`src/rtl/reg_snapshot_streamer.sv`:
```
// rtl/reg_snapshot_streamer.sv - CPU register-file snapshot framer over a valid/ready word stream
// Optional build macro: SNAP_CYCLE_STAMP_EN inserts a trigger-time cycle stamp after the PC word.
module reg_snapshot_streamer #(
    parameter logic [31:0] TRIG_PC = 32'h00000198
) (
    input  logic        clk,
    input  logic        rst,
    input  logic [31:0] pc_in,
    input  logic        pc_valid,
    input  logic        snap_req,
    output logic [4:0]  reg_sel,
    input  logic [31:0] reg_data,
    output logic        stall_req,
    output logic        out_valid,
    input  logic        out_ready,
    output logic [31:0] out_data,
    output logic        out_last,
    output logic        busy,
    output logic [7:0]  drop_cnt,
    output logic [15:0] snap_cnt
);

    typedef enum logic [2:0] {
        S_IDLE,
        S_HDR,
`ifdef SNAP_CYCLE_STAMP_EN
        S_STAMP,
`endif
        S_REGS,
        S_DRAIN
    } state_t;

    state_t      state_q;
    logic [4:0]  idx_q;
    logic [31:0] pc_lat_q;
    logic [31:0] out_data_q;
    logic        out_valid_q;
    logic        out_last_q;
    logic        busy_q;
    logic [7:0]  drop_q;
    logic [15:0] snap_q;
`ifdef SNAP_CYCLE_STAMP_EN
    logic [31:0] cyc_q;
    logic [31:0] stamp_q;
`endif

    logic        trig_d;
    logic        load_d;
    logic [31:0] reg_word_d;

    assign trig_d     = snap_req || (pc_valid && (pc_in == TRIG_PC));
    assign load_d     = !out_valid_q || out_ready;
    // rf[0] is reported as zero regardless of what the debug port returns.
    assign reg_word_d = (idx_q == 5'd0) ? 32'd0 : reg_data;

    always_ff @(posedge clk) begin
        if (rst) begin
            state_q     <= S_IDLE;
            idx_q       <= 5'd0;
            pc_lat_q    <= 32'd0;
            out_data_q  <= 32'd0;
            out_valid_q <= 1'b0;
            out_last_q  <= 1'b0;
            busy_q      <= 1'b0;
            drop_q      <= 8'd0;
            snap_q      <= 16'd0;
`ifdef SNAP_CYCLE_STAMP_EN
            cyc_q       <= 32'd0;
            stamp_q     <= 32'd0;
`endif
        end else begin
`ifdef SNAP_CYCLE_STAMP_EN
            cyc_q <= cyc_q + 32'd1;
`endif
            if (busy_q && trig_d && (drop_q != 8'hff)) begin
                drop_q <= drop_q + 8'd1;
            end
            case (state_q)
                S_IDLE: begin
                    if (trig_d) begin
                        pc_lat_q <= pc_in;
                        busy_q   <= 1'b1;
                        state_q  <= S_HDR;
`ifdef SNAP_CYCLE_STAMP_EN
                        stamp_q  <= cyc_q;
`endif
                    end
                end
                S_HDR: begin
                    if (load_d) begin
                        out_data_q  <= pc_lat_q;
                        out_valid_q <= 1'b1;
                        out_last_q  <= 1'b0;
                        idx_q       <= 5'd0;
`ifdef SNAP_CYCLE_STAMP_EN
                        state_q     <= S_STAMP;
`else
                        state_q     <= S_REGS;
`endif
                    end
                end
`ifdef SNAP_CYCLE_STAMP_EN
                S_STAMP: begin
                    if (load_d) begin
                        out_data_q  <= stamp_q;
                        out_valid_q <= 1'b1;
                        state_q     <= S_REGS;
                    end
                end
`endif
                S_REGS: begin
                    if (load_d) begin
                        out_data_q  <= reg_word_d;
                        out_valid_q <= 1'b1;
                        out_last_q  <= (idx_q == 5'd31);
                        idx_q       <= idx_q + 5'd1;
                        if (idx_q == 5'd31) begin
                            state_q <= S_DRAIN;
                        end
                    end
                end
                S_DRAIN: begin
                    if (out_ready) begin
                        out_valid_q <= 1'b0;
                        out_last_q  <= 1'b0;
                        busy_q      <= 1'b0;
                        snap_q      <= snap_q + 16'd1;
                        idx_q       <= 5'd0;
                        state_q     <= S_IDLE;
                    end
                end
                default: state_q <= S_IDLE;
            endcase
        end
    end

    assign reg_sel   = (state_q == S_REGS) ? idx_q : 5'd0;
    assign stall_req = busy_q;
    assign busy      = busy_q;
    assign out_valid = out_valid_q;
    assign out_data  = out_data_q;
    assign out_last  = out_last_q;
    assign drop_cnt  = drop_q;
    assign snap_cnt  = snap_q;

endmodule
```
`config.mk`:
```
export PLATFORM = sky130hd
export DESIGN_NAME = reg_snapshot_streamer
export DESIGN_NICKNAME = d
export VERILOG_FILES = /design/src/rtl/reg_snapshot_streamer.sv
export SDC_FILE = /design/constraint.sdc
export NUM_CORES = 1
export LEC_CHECK = 0
export BUFFER_PORTS_ARGS = -buffer_cell sky130_fd_sc_hd__buf_2
export CAP_MARGIN = 10
export CORE_MARGIN = 8
export CORE_UTILIZATION = 35
export CTS_BUF_LIST = sky130_fd_sc_hd__clkbuf_4
export DETAILED_ROUTE_END_ITERATION = 8
export HOLD_SLACK_MARGIN = 0.05
export PLACE_DENSITY = 0.58
export SETUP_SLACK_MARGIN = 0.4
export SLEW_MARGIN = 15
export SYNTH_ARGS = -nofsm -noshare
export SYNTH_HDL_FRONTEND = slang
export SYNTH_SLANG_ARGS = --single-unit
```
`constraint.sdc`:
```
create_clock -name clk -period 2 [get_ports clk]
set_input_delay 0.4 -clock clk [delete_from_list [all_inputs] [get_ports clk]]
set_output_delay 0.4 -clock clk [all_outputs]
set_load 0.01 [all_outputs]
```
==> metrics.cfg <==
[outcome]
status = finished clean

[clock_tree]
cts_buffer_depth = 2
tritoncts = done
cts_buffers = 9
clk_pin_slew_ns = 0.16
clock_sinks = 98
clk_latency_ns = 0.46
cts-hold-fix-buffers = 0
cts_root_buf = clkbuf_4
cts_max_level = 3

[finish]
layout-drive-gt1-share_pct = 47.2
final_common_cell = buf_2
area_delta_synth_final_pct = 56.0
fin_nets = 796
final_cell_mix = buf_2 (126), dfxtp_1 (91), a21oi_1 (62), nor2_1 (52), buf_4 (39)

[placed_design]
routabilityCongestion = 0.773
dp_slack_ns = -0.391
dp_hpwl_um = 9580
io_buffers = 133

[global_routing]
grt_overflow = 0
grt_max_degree = 40
first_global_vias = 4541
grt_pass1_wl_um = 23200
antenna_found_initial = 1
grt_usage_pct = 17.6

[sta]
drv_slew = 0
worst_slack_ns = 0.151
slew_headroom_pct = 66.4
fin_crit_ns = 1.85
tightest_slew_ns = 0.504
hold_violations = 0
setup_viol_count_final = 0
rsz0062_at_grt = yes
skew_ns = 0.0165
fmax_mhz = 541
finalSetupTns_ns = 0
holdWs_ns = 0.174
finalCritPeriodShare_pct = 92.4

[floorplan]
die_y_um = 129
rows = 41
die_w_um = 129
die_area_sq_mm = 0.0166
design.core.area_sq_mm = 0.0125
io_pins = 134
start_util_pct = 35.7

[drt]
drt-pass1-iter-count = 4
routed_wl_um = 15900
drtAntennaViolNets = 0
drtIter0Drc = 289
route.detailed.wl_per_inst_um = 17.8
vias_per_cell = 5.29
num_vias = 4735
drc = 0

[critical_path]
worstPathMaxFanout = 7
critical_path_class = primary input to flop
cp.arrival_ns = 2.25
critPathRequiredTime_ns = 2.40
critPathCaptureType = flop
worst_setup_path_start_kind = primary input

[yosys]
synth.distinct_cells = 41
synthFlopType = dfxtp_1
synth_area_sq_mm = 0.00447
seq_area_frac_synth_pct = 43.9
synth_edf_count = 0
synth-async-reset-ratio_pct = 0
ys_ff_latch = 98
yosys_warnings = 0
syn_avg_cell_area_sq_um = 8.18
synth_cells = 546
syn_nets = 625

[pwr]
peakVddDrop_mv = 0.496
power_density_mw_per_mm2 = 1180
power.leakage_nw = 2.88

[flow_run]
max_cap_viol_count = 0

[hold_path]
hp-class = primary input to flop

kinds of logic after synthesis:
| family | after synthesis | synth area share (%) |
|---|---|---|
| muxes | 5 | 1.20 |
| adders and majority gates | 10 | 2.80 |
| xor gates and xnor gates | 13 | 2.55 |
| DFF | 98 | 43.9 |
| and+or+nand+nor | 200 | 23.3 |
| buffers and inverters | 56 | 4.96 |
| AOI/OAI and AO/OA | 164 | 21.2 |
worst paths after layout:
check	start	slack, ns	end	depth (start not counted)
max	pc_in[11]	0.15	pc_lat_q[27]	10
min	pc_in[10]	0.17	pc_lat_q[10]	3
max reg2reg	state_q[0]	0.20	out_data[29]	9
min reg2reg	pc_lat_q[31]	0.47	pc_lat_q[31]	2
power breakdown:
part	total (mW)	switching (mW)	leakage (nW)	internal [mW]
combinational	4.39	2.30	1.98	2.09
clock	1.20	0.694	0.0877	0.506
sequential	2.60	0.225	0.805	2.38
total	8.19	3.22	2.88	4.98
repair_timing:
action / CTS / global route
resized for setup: 55 / 117
setup buffers: 20 / 12
pin swaps: 26 / 76
endpoints found under the setup margin: 93 / 99
gates cloned: 6 / 4
endpoints found under the hold margin: 0 / 0
flip-flops by register name, indices dropped and copies added, names as in the netlist:
signal / flops
idx_q: 5
out_last: 1
out_valid: 1
snap_cnt: 16
drop_cnt: 8
state_q: 2
out_data: 32
busy: 1
pc_lat_q: 32
Yosys cell counts (5+ instances only):
| cell type | number | share of area, % |
|---|---|---|
| and2_1 | 6 | 0.84 |
| nor2b_1 | 38 | 5.3 |
| inv_1 | 11 | 0.92 |
| buf_1 | 9 | 0.76 |
| a21oi_1 | 80 | 9.0 |
| a211oi_1 | 32 | 5.4 |
| clkbuf_1 | 31 | 2.6 |
| nor4_1 | 6 | 0.84 |
| xor2_1 | 8 | 1.6 |
| o21ai_0 | 42 | 4.7 |
| nand3_1 | 48 | 5.4 |
| dfxtp_1 | 98 | 44 |
| ha_1 | 10 | 2.8 |
| nor2_1 | 56 | 4.7 |
| xnor2_1 | 5 | 0.98 |
| nand2_1 | 16 | 1.3 |
critical path, stage by stage:
cell and delay [ns]:
buf_6 0.09, or4b_4 0.55, nor3_4 0.27, buf_4 0.15, buf_6 0.09, a31o_4 0.18
buf_12 0.12, clkbuf_16 0.15, nand3_2 0.06, a21oi_1 0.17
routing by layer:
metal  vias to the layer above  part of all wire (%)  track usage, %
li1                       2281                     -               -
met1                      2263                    42            21.7
met2                       169                    48            28.3
met3                        22                   8.1            5.13
met4                         0                   2.0            7.26
met5                         -                     0               0
stage by stage:
stage / area, sq um / utilization (%) / power, mW / instances
finish: 6970 / 55.7 / 8.19 / 895
CTS: 6260 / 50.0 / 7.61 / 878
global placement: 5500 / 44.0 / 5.16 / 836
global route: 6970 / 55.7 / 8.68 / 895
detailed placement: 5500 / 44.0 / 5.21 / 836
floorplan: 4560 / - / 4.36 / 546
cell type report:
class	count	area (sq um)
Multi-Input combinational cell	392	2950
Antenna cell	1	2.50
Clock inverter	7	91.3
Timing Repair Buffer	205	1610
Fill cell	1122	5550
Clock buffer	9	67.6
Tap cell	172	215
Sequential cell	98	1980
Inverter	11	48.8
Power figures use the tool's default switching activity.
